**src/rtl/rhythm_pkg.sv**
```systemverilog
// Shared types and constants for the rhythm-game lane logic.
package rhythm_pkg;

    typedef enum logic [1:0] {
        HALTED = 2'd0,
        RUN    = 2'd1,
        DONE   = 2'd2
    } lane_state_t;

    localparam logic [7:0] KEY_START     = 8'h2C;
    localparam logic [7:0] KEY_RESTART   = 8'h01;
    localparam int         ARROW_H       = 40;
    localparam int         PERF_PTS_DFLT = 2;
    localparam int         GOOD_PTS_DFLT = 1;

endpackage

```
**src/rtl/hit_window_classify.sv**
```systemverilog
// Combinational grading of one note's bottom edge against the hit windows.
module hit_window_classify
    import rhythm_pkg::*;
#(
    parameter int GOOD_LO = 340,
    parameter int PERF_LO = 360,
    parameter int PERF_HI = 380,
    parameter int Y_MAX   = 400
) (
    input  logic [9:0] y_i,
    output logic       in_good_o,
    output logic       in_perf_o,
    output logic       is_miss_o
);

    logic [10:0] bottom;

    // 11-bit bottom edge so Y + ARROW_H never wraps
    assign bottom    = {1'b0, y_i} + 11'(ARROW_H);
    assign in_good_o = (bottom >= 11'(GOOD_LO)) && (bottom < 11'(Y_MAX));
    assign in_perf_o = (bottom >= 11'(PERF_LO)) && (bottom < 11'(PERF_HI));
    assign is_miss_o = (bottom >= 11'(Y_MAX));

endmodule

```
**src/rtl/note_lane_dropper.sv**
```systemverilog
// One rhythm-game lane: multi-slot falling notes, key grading, score and combo.
module note_lane_dropper
    import rhythm_pkg::*;
#(
    parameter logic [7:0] LANE_KEY = 8'h4F,
    parameter int         SLOTS    = 4,
    parameter int         X_POS    = 500,
    parameter int         Y_START  = 100,
    parameter int         Y_MAX    = 400,
    parameter int         SPEED    = 1,
    parameter int         GOOD_LO  = 340,
    parameter int         PERF_LO  = 360,
    parameter int         PERF_HI  = 380,
    parameter int         SCORE_W  = 16,
    parameter int         PERF_PTS = PERF_PTS_DFLT,
    parameter int         GOOD_PTS = GOOD_PTS_DFLT
) (
    input  logic                  frame_clk,
    input  logic                  Reset,
    input  logic [7:0]            keycode,
    input  logic [7:0]            keycode_second,
    input  logic                  spawn_valid,
    output logic                  spawn_ready,
    input  logic                  song_done,
    output logic [9:0]            laneX,
    output logic [SLOTS*10-1:0]   noteY,
    output logic [SLOTS-1:0]      note_valid,
    output logic                  hit_perfect,
    output logic                  hit_good,
    output logic                  miss,
    output logic [SCORE_W-1:0]    score,
    output logic [9:0]            combo,
    output logic [1:0]            lane_state
);

    localparam logic [9:0]         SPEED_V   = 10'(SPEED);
    localparam logic [9:0]         Y_START_V = 10'(Y_START);
    localparam logic [SCORE_W-1:0] PERF_ADD  = SCORE_W'(PERF_PTS);
    localparam logic [SCORE_W-1:0] GOOD_ADD  = SCORE_W'(GOOD_PTS);

    lane_state_t        state_q, state_d;
    logic [9:0]         y_q [SLOTS];
    logic [9:0]         y_d [SLOTS];
    logic [SLOTS-1:0]   vld_q, vld_d;
    logic [SCORE_W-1:0] score_q, score_d;
    logic [9:0]         combo_q, combo_d;
    logic               key_q, key_d;
    logic               perf_q, perf_d, good_q, good_d, miss_q, miss_d;

    logic [SLOTS-1:0]   in_good, in_perf, is_miss;
    logic [SLOTS-1:0]   tgt_oh, free_oh;
    logic [9:0]         tgt_y;
    logic               tgt_found, pressed, strike, hit, miss_any;

    function automatic logic [SCORE_W-1:0] sat_add_score(input logic [SCORE_W-1:0] a,
                                                         input logic [SCORE_W-1:0] b);
        logic [SCORE_W:0] sum;
        sum = {1'b0, a} + {1'b0, b};
        return sum[SCORE_W] ? {SCORE_W{1'b1}} : sum[SCORE_W-1:0];
    endfunction

    for (genvar g = 0; g < SLOTS; g++) begin : g_slot
        hit_window_classify #(
            .GOOD_LO(GOOD_LO), .PERF_LO(PERF_LO), .PERF_HI(PERF_HI), .Y_MAX(Y_MAX)
        ) u_cls (
            .y_i      (y_q[g]),
            .in_good_o(in_good[g]),
            .in_perf_o(in_perf[g]),
            .is_miss_o(is_miss[g])
        );
        assign noteY[10*g +: 10] = y_q[g];
    end

    assign pressed     = (keycode == LANE_KEY) || (keycode_second == LANE_KEY);
    assign strike      = pressed && !key_q;
    assign hit         = strike && tgt_found;
    assign miss_any    = |(vld_q & is_miss);
    assign spawn_ready = (state_q == RUN) && !(&vld_q);
    assign laneX       = 10'(X_POS);
    assign note_valid  = vld_q;
    assign hit_perfect = perf_q;
    assign hit_good    = good_q;
    assign miss        = miss_q;
    assign score       = score_q;
    assign combo       = combo_q;
    assign lane_state  = state_q;

    // Target is the lowest note in the good window; strict > keeps the lowest index on ties
    always_comb begin
        tgt_oh    = '0;
        tgt_y     = '0;
        tgt_found = 1'b0;
        free_oh   = '0;
        for (int i = 0; i < SLOTS; i++) begin
            if (vld_q[i] && in_good[i] && (!tgt_found || y_q[i] > tgt_y)) begin
                tgt_oh    = '0;
                tgt_oh[i] = 1'b1;
                tgt_y     = y_q[i];
                tgt_found = 1'b1;
            end
            if (!vld_q[i] && (free_oh == '0)) free_oh[i] = 1'b1;
        end
    end

    always_comb begin
        state_d = state_q;
        vld_d   = vld_q;
        y_d     = y_q;
        score_d = score_q;
        combo_d = combo_q;
        key_d   = pressed;
        perf_d  = 1'b0;
        good_d  = 1'b0;
        miss_d  = 1'b0;
        case (state_q)
            HALTED: begin
                if (keycode == KEY_START) begin
                    state_d = RUN;
                    score_d = '0;
                    combo_d = '0;
                end
            end
            RUN: begin
                for (int i = 0; i < SLOTS; i++) begin
                    if (vld_q[i]) begin
                        if (hit && tgt_oh[i]) vld_d[i] = 1'b0;
                        else if (is_miss[i]) vld_d[i] = 1'b0;
                        else y_d[i] = y_q[i] + SPEED_V;
                    end
                end
                // Spawn uses the registered free map, so a slot freed now waits one frame
                if (spawn_valid && spawn_ready) begin
                    for (int i = 0; i < SLOTS; i++) begin
                        if (free_oh[i]) begin
                            vld_d[i] = 1'b1;
                            y_d[i]   = Y_START_V;
                        end
                    end
                end
                if (hit) begin
                    perf_d  = |(tgt_oh & in_perf);
                    good_d  = !(|(tgt_oh & in_perf));
                    score_d = sat_add_score(score_q, perf_d ? PERF_ADD : GOOD_ADD);
                end
                miss_d = miss_any;
                if (miss_any) combo_d = '0;
                else if (hit && combo_q != 10'h3FF) combo_d = combo_q + 10'd1;
                if (song_done && (vld_q == '0)) state_d = DONE;
            end
            DONE: begin
                if (keycode == KEY_RESTART) state_d = HALTED;
            end
            default: state_d = HALTED;
        endcase
    end

    always_ff @(posedge frame_clk) begin
        if (Reset) begin
            state_q <= HALTED;
            vld_q   <= '0;
            score_q <= '0;
            combo_q <= '0;
            key_q   <= 1'b0;
            perf_q  <= 1'b0;
            good_q  <= 1'b0;
            miss_q  <= 1'b0;
            for (int i = 0; i < SLOTS; i++) y_q[i] <= '0;
        end else begin
            state_q <= state_d;
            vld_q   <= vld_d;
            score_q <= score_d;
            combo_q <= combo_d;
            key_q   <= key_d;
            perf_q  <= perf_d;
            good_q  <= good_d;
            miss_q  <= miss_d;
            for (int i = 0; i < SLOTS; i++) y_q[i] <= y_d[i];
        end
    end

endmodule

```
**config.mk**
```make
export PLATFORM = sky130hd
export DESIGN_NAME = note_lane_dropper
export DESIGN_NICKNAME = d
export VERILOG_FILES = /design/src/rtl/rhythm_pkg.sv /design/src/rtl/hit_window_classify.sv /design/src/rtl/note_lane_dropper.sv
export SDC_FILE = /design/constraint.sdc
export NUM_CORES = 1
export LEC_CHECK = 0
export BUFFER_PORTS_ARGS = -buffer_cell sky130_fd_sc_hd__buf_4
export CORE_MARGIN = 2
export CORE_UTILIZATION = 30
export CTS_CLUSTER_SIZE = 8
export DETAILED_ROUTE_END_ITERATION = 8
export GPL_TIMING_DRIVEN = 0
export PLACE_DENSITY = 0.54
export SLEW_MARGIN = 20
export SYNTH_ARGS = -nofsm -noshare
export SYNTH_HDL_FRONTEND = slang
export SYNTH_SLANG_ARGS = --single-unit
```
**constraint.sdc**
```tcl
create_clock -name frame_clk -period 22 [get_ports frame_clk]
set_input_delay 2.2 -clock frame_clk [delete_from_list [all_inputs] [get_ports frame_clk]]
set_output_delay 2.2 -clock frame_clk [all_outputs]
set_load 0.1 [all_outputs]
```
==> flow_summary.toml, run 1 <==
[synthesis]
synth_area_sq_um = 6780
ys_top_cells_by_area = "dfxtp_1, ha_1, a21oi_1"
yosysUniqueCellTypes = 86
yosysWarningCount = 0
synth_flop_cell = "dfxtp_1"
netlist_instances = 882
async_flop_share_pct = 0
synth_edf_count = 0
avgSynthCellArea_sq_um = 7.69
yosysSeqAreaShare_pct = 22.4
synth_top_area_share_pct = 22.4
synth_top_area_cell = "dfxtp_1"
ys_seq_elements = 76

[power_and_ir_drop]
swShare_pct = 27.7
p_int_mw = 0.247
combPwrFrac_pct = 9.8
pwr_density_cell_nw_per_um2 = 41.7
p_clk_share_pct = 49.0
power.leakage_nw = 3.01
p_seq_share_pct = 41.2
ir_worst_vdd_mv = 0.0409
p_switching_mw = 0.0945

[global_routing]
grt_max_degree = 14
overflow = 0
grt_pass1_vias = 6811
gr-usage-all-layers_pct = 19.3
antenna_found_initial = 0
grt_pass1_wl_microns = 36900

[cts]
cts_tree = "yes"
cts-root-buf = "clkbuf_16"
clk_path_buf_depth = 2
htreeDepth = 3
clk_latency_ns = 0.36
ctsHoldBuffers = 0
cts_sinks = 76
postCtsSetupRepairBufs = 0
cts_buffers = 9
cts-resized-gates = 0
clk_pin_slew_ns = 0.07

[sta]
finalSetupViolations = 0
post-route-period-util_pct = 53.1
rsz0062_at_grt = "no"
tightestPinTransition_ns = 0.971
max_slew_margin_pct = 33.6
setup_tns_ns = 0
fmax_mhz = 85.6
hold_viol_final = 0
fin_skew_ns = 0.00838
period_needed_ns = 11.68
drv_slew = 0

[routing]
vias_per_cell = 5.62
wire_per_inst_microns = 17.9
drtAntennaViolNets = 0
drt_first_pass_iters = 5
vias = 7231
routed_wl_microns = 23100
dr.first_iter.drc_count = 545
drcViolationCount = 0

[setup_path]
worst_ep_arrival_time_ns = 11.95
crit_required_ns = 22.27
critPathLaunchType = "flop"
crit_fanout = 10
cp_top_family = "compound AO/OA/AOI/OAI gates"
path_class = "reg -> reg"
endpoint_kind = "flop"
r2r_slack_ns = 10.32
critPathBufInv = 7
cpPeakStageDelay_ns = 0.81
path_common_cell = "ha_1"
crit_path_top_delay_cell = "nor3_1"

[run]
max_cap_violations = 0

[floorplanning]
ios = 106
core_sq_um = 22400
die_y_microns = 154
placementRows = 55
initial_core_util_pct = 30.2
die_area_sq_um = 23800
die_x_microns = 154

[layout]
nFillCells = 2376
finalNetCount = 1070
utilization_pct = 36.5
antenna_cells = 0
area_growth_syn_to_layout_pct = 20.9
drive_gt1_share_pct = 18.0

[min_path]
worstHoldPathType = "reg -> reg"

[placed_design]
port_buffers = 95
dpl.hpwl_microns = 17800
gp_congestion = 0.865

[run_status]
status = "finished, final reports clean"
==> logic make-up (layout without fill, tap and decap cells) <==
| family | count (synthesis) | after routing | synth area share [%] |
|---|---|---|---|
| compound gates | 266 | 266 | 28.5 |
| xor+xnor | 6 | 6 | 0.775 |
| fa+ha+maj | 54 | 54 | 10.1 |
| buf+inv | 117 | 228 | 7.73 |
| flops | 76 | 76 | 22.4 |
| mux | 21 | 21 | 3.30 |
| other cells | 2 | 10 | 0.111 |
| simple gates | 340 | 340 | 27.1 |
==> placed cells by master, fill, tap and decap left out, types with 6 or more instances in the layout <==
master / count
a211oi_1: 20
a21boi_0: 6
a21o_1: 16
a21oi_1: 56
a31oi_1: 26
a41oi_1: 6
and2_1: 11
and3_1: 8
and4_1: 6
buf_2: 17
buf_4: 106
clkbuf_1: 35
clkbuf_16: 9
conb_1: 10
dfxtp_1: 76
ha_1: 53
inv_1: 47
mux2_2: 11
mux2i_1: 10
nand2_1: 61
nand2b_1: 6
nand3_1: 48
nand3b_1: 10
nand4_1: 23
nor2_1: 56
nor2b_1: 10
nor3_1: 29
nor4_1: 9
o211ai_1: 12
o21a_1: 7
o21ai_0: 32
o31ai_1: 13
or2_2: 6
or3_1: 22
or4_1: 10
xnor2_1: 6
==> power by group through the flow <==
stage / clock network (mW) / logic [mW] / registers, mW
finish: 0.167 / 0.0334 / 0.141
global route: 0.174 / 0.0357 / 0.141
CTS: 0.169 / 0.0334 / 0.141
detailed placement: 0 / 0.0333 / 0.144
global placement: 0 / 0.0331 / 0.144
floorplan: 0 / 0.0188 / 0.149
==> registers in the layout, summed over array words and instances (netlist names) <==
register     cells
note_valid       4
miss             1
hit_good         1
noteY           40
hit_perfect      1
score           16
key_q            1
combo           10
lane_state       2
==> synth_stat cells (12+ instances only) <==
cell / number
a211oi_1: 20
a21o_1: 16
a21oi_1: 56
a31oi_1: 26
buf_2: 17
clkbuf_1: 34
dfxtp_1: 76
ha_1: 53
inv_1: 47
nand2_1: 61
nand3_1: 48
nand4_1: 23
nor2_1: 56
nor3_1: 29
o211ai_1: 12
o21ai_0: 32
o31ai_1: 13
or3_1: 22
==> worst register-to-register path, delay by kind of cell (launching register included) <==
family / cells / cell delay (ns)
compound gates: 15 / 3.73
simple gates: 15 / 3.39
buf+inv: 7 / 1.90
fa+ha+maj: 6 / 1.68
flops: 1 / 0.43
mux: 1 / 0.43
==> per-layer routing <==
| layer | global-route usage, % | up-vias | wire length (microns) |
|---|---|---|---|
| li1 | - | 3566 | - |
| met1 | 26.3 | 3402 | 10800 |
| met2 | 31.4 | 234 | 10600 |
| met3 | 3.28 | 29 | 1300 |
| met4 | 5.20 | 0 | 400 |
| met5 | 0 | - | 0 |
==> per-stage QoR <==
stage | worst slack, ns | power, mW | std cells | hold WS [ns] | area, sq um
floorplan | 11.75 | 0.168 | 890 | 0.842 | 6810
global placement | 10.34 | 0.177 | 1270 | 0.500 | 7880
detailed placement | 10.34 | 0.177 | 1270 | 0.493 | 7880
CTS | 10.32 | 0.343 | 1286 | 0.513 | 8200
global route | 9.08 | 0.351 | 1286 | 0.549 | 8200
finish | 10.32 | 0.342 | 1286 | 0.523 | 8200
==> layout make-up <==
cell class	instances	area (sq um)	area share [%]
Inverter	48	180	2.20
Multi-Input combinational cell	697	4770	58.1
Clock inverter	6	88.8	1.08
Timing Repair Buffer	95	713	8.70
Sequential cell	76	1520	18.6
Clock buffer	10	229	2.79
Tap cell	285	357	4.35
Buffer	69	344	4.20
==> final timing paths <==
path | from | endpoint | depth (start not counted)
hold reg to reg | combo[9] | combo[9] | 2
setup reg to reg | noteY[3] | score[6] | 44
setup / recovery | noteY[3] | score[6] | 44
hold / removal | combo[9] | combo[9] | 2
No activity file was read; power rests on OpenSTA's default activity.
==> run 2, diff against run 1 <==
--- a/config.mk
+++ b/config.mk
@@ -5,13 +5,14 @@
 export SDC_FILE = /design/constraint.sdc
 export NUM_CORES = 1
 export LEC_CHECK = 0
+export ABC_AREA = 1
 export BUFFER_PORTS_ARGS = -buffer_cell sky130_fd_sc_hd__buf_4
 export CORE_MARGIN = 2
 export CORE_UTILIZATION = 30
 export CTS_CLUSTER_SIZE = 8
 export DETAILED_ROUTE_END_ITERATION = 8
 export GPL_TIMING_DRIVEN = 0
-export PLACE_DENSITY = 0.54
+export PLACE_DENSITY = 0.55
 export SLEW_MARGIN = 20
 export SYNTH_ARGS = -nofsm -noshare
 export SYNTH_HDL_FRONTEND = slang
==> constraint.sdc (replaced) <==
create_clock -name frame_clk -period 10.3 [get_ports frame_clk]
set_input_delay 1.03 -clock frame_clk [delete_from_list [all_inputs] [get_ports frame_clk]]
set_output_delay 1.03 -clock frame_clk [all_outputs]
set_load 0.1 [all_outputs]
==> flow_summary.toml, run 2 <==
[floorplanning]
die_x_microns = 152
ios = 106
die_area_sq_um = 23000
placementRows = 54
initial_core_util_pct = 30.2
die_y_microns = 152
core_sq_um = 21600

[setup_path]
path_class = "reg -> reg"
crit_path_top_delay_cell = "dfxtp_1"
critPathLaunchType = "flop"
worst-r2r-cell-count = 58
path_common_cell = "nand2_1"
endpoint_kind = "flop"
cpPeakStageDelay_ns = 0.51
crit_required_ns = 10.60
crit_fanout = 10
worst_ep_arrival_time_ns = 9.53

[cts]
clk_latency_ns = 0.36
clk_pin_slew_ns = 0.07
cts-root-buf = "clkbuf_16"
cts_sinks = 76
clk_path_buf_depth = 2
cts_tree = "yes"
cts_buffers = 9
htreeDepth = 3

[routing]
dr_wl_met3_microns = 1140
drcViolationCount = 0
highest_layer = "met4"
routed_wl_microns = 20600
m1WireLength_microns = 9650
wire_per_inst_microns = 14.6
wl_met2_microns = 9370
dr.first_iter.drc_count = 437
vias = 6892
drt_first_pass_iters = 5
vias_per_cell = 4.87
drtAntennaViolNets = 0

[layout]
final_common_cell = "nand2_1"
antenna_cells = 0
nFillCells = 2403
area_growth_syn_to_layout_pct = 22.1
drive_gt1_share_pct = 18.4
final_cell_mix = "nand2_1, inv_1, nor2_1, buf_4, dfxtp_1"
multi_input_area_sq_um = 4360
finalNetCount = 1205
largest_reg_flops = 40
layout.area.seq_sq_um = 1520
fin_cells = 1416

[synthesis]
ys_seq_elements = 76
synth_flop_cell = "dfxtp_1"
yosysSeqAreaShare_pct = 23.3
synth_edf_count = 0
yosys.area_share.xor_xnor_pct = 2.81
synth_top_area_share_pct = 23.3
yosysUniqueCellTypes = 55
synth_top_area_cell = "dfxtp_1"
synth.most_common_cell = "nand2_1"
synthMuxAreaShare_pct = 0
synth_area_sq_um = 6540
ys_top_cells_by_area = "dfxtp_1, nand2_1, ha_1"
synthSimpleGateAreaFrac_pct = 38.1
netlist_instances = 1015
yosysWarningCount = 0
ys_top_cells_by_count = "nand2_1, inv_1, nor2_1"
avgSynthCellArea_sq_um = 6.44
async_flop_share_pct = 0
synth_top_family_by_area = "simple AND/OR/NAND/NOR gates"
synth_fa_ha_area_share_pct = 10.4
synth_compound_area_share_pct = 14.5

[global_routing]
grt_pass1_wl_microns = 32800
gr-usage-all-layers_pct = 18.3
grt_pass1_vias = 6340
antenna_found_initial = 0
grt_max_degree = 17
overflow = 0

[sta]
finalSetupViolations = 0
max_slew_margin_pct = 51.1
drv_slew = 0
period_needed_ns = 9.24
setup_tns_ns = 0
fin_skew_ns = 0.00914
rsz0062_at_grt = "no"
fmax_mhz = 108
hold_viol_final = 0
tightestPinTransition_ns = 0.733
post-route-period-util_pct = 89.7

[power_and_ir_drop]
power.leakage_nw = 3.67
pwr_density_cell_nw_per_um2 = 87.3
ir_worst_vdd_mv = 0.0558

[placed_design]
gp_congestion = 0.929
port_buffers = 95
dp.cells = 1398
dpl.hpwl_microns = 16200

[min_path]
worstHoldPathType = "reg -> reg"
hold_depth = 2

[run_status]
status = "finished, final reports clean"

[run]
max_cap_violations = 0
run 2: area by class of cell:
cell class	count	share of cell area (%)
Buffer	31	2.19
Sequential cell	76	19.1
Timing Repair Buffer	97	9.12
Tap cell	280	4.39
Clock inverter	7	1.19
Inverter	140	6.62
Clock buffer	9	2.82
Multi-Input combinational cell	776	54.6
run 2: what timing repair did:
action	4_1_cts	5_1_grt
endpoints found under the setup margin	0	15
hold buffers	0	0
setup buffers	0	2
hold endpoints to repair	0	0
resized for setup	0	8
run 2: kinds of logic (layout without fill, tap and decap cells):
group,after synthesis,in the layout
xor+xnor,21,21
other cells,2,10
simple gates,526,526
buf+inv,171,284
fa+ha+maj,54,54
compound gates,165,165
flops,76,76
run 2: critical path, delay by kind of cell, from the launching register on:
family                   cells  cell delay, ns
buffers and inverters        8            0.89
AND/OR/NAND/NOR             33            4.23
adder cells (fa/ha/maj)      6            1.65
AO/OA/AOI/OAI               11            1.86
flip-flops                   1            0.51
run 2: worst paths after layout:
check / from / to / slack (ns)
hold reg to reg: noteY[8] / noteY[8] / 0.52
setup reg to reg: noteY[4] / score[11] / 1.06
setup / recovery: noteY[4] / score[11] / 1.06
hold / removal: noteY[8] / noteY[8] / 0.52
run 2: layer usage:
metal | vias to the layer above | global-route usage, %
met2 | 175 | 29.5
met1 | 3106 | 24.3
met3 | 30 | 3.26
met5 | - | 0
li1 | 3581 | -
met4 | 0 | 6.94
run 2: power by group:
group          internal, mW  switching (mW)  total (mW)
combinational        0.0116          0.0352      0.0469
sequential            0.295         0.00174       0.296
clock                 0.195           0.158       0.354
total                 0.501           0.195       0.697
run 2: stage by stage:
stage | setup WS, ns | hold slack, ns | util (%) | power [mW] | area [sq um]
4_1_cts | 0.360 | 0.522 | 36.8 | 0.704 | 7950
3_3_place_gp | 0.493 | 0.506 | 35.3 | 0.350 | 7630
2_1_floorplan | 1.38 | 0.686 | - | 0.337 | 6570
6_report | 1.06 | 0.520 | 36.9 | 0.697 | 7980
3_5_place_dp | 0.433 | 0.511 | 35.3 | 0.350 | 7630
5_1_grt | 0.0487 | 0.549 | 36.9 | 0.718 | 7980
==> run 3, diff against run 2 <==
--- a/config.mk
+++ b/config.mk
@@ -12,7 +12,7 @@
 export CTS_CLUSTER_SIZE = 8
 export DETAILED_ROUTE_END_ITERATION = 8
 export GPL_TIMING_DRIVEN = 0
-export PLACE_DENSITY = 0.55
+export PLACE_DENSITY = 0.54
 export SLEW_MARGIN = 20
 export SYNTH_ARGS = -nofsm -noshare
 export SYNTH_HDL_FRONTEND = slang
==> constraint.sdc (replaced) <==
create_clock -name frame_clk -period 9.78 [get_ports frame_clk]
set_input_delay 0.978 -clock frame_clk [delete_from_list [all_inputs] [get_ports frame_clk]]
set_output_delay 0.978 -clock frame_clk [all_outputs]
set_load 0.1 [all_outputs]
==> flow_summary.toml, run 3 (synthesized netlist as in run 2, its figures left out) <==
[global_routing]
grt_pass1_wl_microns = 33200
gr-usage-all-layers_pct = 18.4
overflow = 0
antenna_found_initial = 0
grt_pass1_vias = 6398
grt_max_degree = 16

[cts]
cts_tree = "yes"
cts-root-buf = "clkbuf_16"
cts_buffers = 9
htreeDepth = 3
clk_pin_slew_ns = 0.07
clk_latency_ns = 0.36
ctsHoldBuffers = 0
cts_sinks = 76
clk_path_buf_depth = 2

[power_and_ir_drop]
p_switching_mw = 0.199
p_clk_share_pct = 50.0
combPwrFrac_pct = 6.9
pwr_density_cell_nw_per_um2 = 90.5
p_seq_share_pct = 43.2
p_int_mw = 0.524
power.leakage_nw = 3.65
swShare_pct = 27.5
ir_worst_vdd_mv = 0.0713

[sta]
post-route-period-util_pct = 90.3
fmax_mhz = 113
max_slew_margin_pct = 53.7
hold_viol_final = 0
fin_skew_ns = 0.00757
tightestPinTransition_ns = 0.694
rsz0062_at_grt = "no"
finalSetupViolations = 0
drv_slew = 0
period_needed_ns = 8.83

[layout]
antenna_cells = 0
drive_gt1_share_pct = 18.9
largest_reg_flops = 40
finalNetCount = 1204
area_growth_syn_to_layout_pct = 22.2
fin_area_sq_um = 7990
multi_input_area_sq_um = 4380
final_common_cell = "nand2_1"
fin_cells = 1415
final_cell_mix = "nand2_1, inv_1, nor2_1, buf_4, dfxtp_1"
layout.area.seq_sq_um = 1530
nFillCells = 2390

[floorplanning]
die_area_sq_um = 23000
die_x_microns = 152
placementRows = 54
die_y_microns = 152
ios = 106
initial_core_util_pct = 30.2
core_sq_um = 21600

[placed_design]
dpl.hpwl_microns = 16200
gp_congestion = 0.928
dp.cells = 1398
port_buffers = 95
dpl_cell_area_sq_um = 7630

[routing]
m1WireLength_microns = 9750
wl_met2_microns = 9530
wire_per_inst_microns = 14.6
drt_first_pass_iters = 5
vias = 6897
drtAntennaViolNets = 0
dr.first_iter.drc_count = 468
routed_wl_microns = 20700
dr_wl_met3_microns = 1120
highest_layer = "met4"
vias_per_cell = 4.87
drcViolationCount = 0

[min_path]
worstHoldPathType = "reg -> reg"

[setup_path]
cp_top_family = "simple AND/OR/NAND/NOR gates"
cpPeakStageDelay_ns = 0.38
worst_ep_arrival_time_ns = 9.12
crit_path_top_delay_cell = "dfxtp_4"
endpoint_kind = "flop"
path_class = "reg -> reg"
crit_fanout = 10
critPathLaunchType = "flop"
critPathBufInv = 6
crit_required_ns = 10.07
path_common_cell = "nand2_1"

[run]
max_cap_violations = 0

[run_status]
status = "finished, final reports clean"
[run 3: changes by cell type in the layout (fill, tap and decap cells not counted), sizes merged]
cell,change
buf,-1
clkinvlp,+1
clkinv,-1
[run 3: worst min-delay path, cell delays in order (launching register included)]
cell and delay, ns:
dfxtp_1 0.33, nor2_1 0.10, a211oi_1 0.04
[run 3: routing by layer]
metal  up-vias  track usage [%]
li1       3582                -
met1      3127             24.7
met2       164             29.9
met3        24             3.20
met4         0             5.97
met5         -                0
[run 3: final cells by class]
class,count,share of cell area (%)
multi-input cells,776,54.8
repair buffers,96,9.02
clock inverters,7,1.02
clock buffers,9,2.82
plain buffers,31,2.19
flip-flops and latches,76,19.1
well taps,280,4.39
inverters,140,6.61
[run 3: power by group through the flow]
stage / Combinational, mW / Clock, mW / Sequential (mW)
2_1_floorplan: 0.0294 / 0 / 0.326
3_3_place_gp: 0.0493 / 0 / 0.319
3_5_place_dp: 0.0495 / 0 / 0.319
4_1_cts: 0.0496 / 0.370 / 0.312
5_1_grt: 0.0525 / 0.381 / 0.312
6_report: 0.0495 / 0.361 / 0.312
[run 3: timing repair]
action	in CTS	in global routing
setup buffers	0	1
pin swaps	0	1
endpoints found under the setup margin	3	16
hold endpoints to repair	0	0
gates resized for setup	1	15
[run 3: metrics by stage]
stage	setup slack [ns]	hold WS [ns]	setup TNS (ns)	power [mW]	utilization, %
after floorplan	0.856	0.686	0	0.355	-
after global placement	-0.0985	0.509	-0.160	0.369	35.3
after detailed placement	-0.116	0.510	-0.175	0.369	35.3
after CTS	0.103	0.522	0	0.732	36.7
after global routing	0.0266	0.546	0	0.746	36.9
final	0.953	0.519	0	0.723	36.9
[run 3: worst paths after layout]
kind             start   endpoint  slack, ns  depth (start not counted)
max           noteY[3]  score[11]       0.95                         57
min reg2reg  score[14]  score[14]       0.52                          2
min          score[14]  score[14]       0.52                          2
max reg2reg   noteY[3]  score[11]       0.95                         57
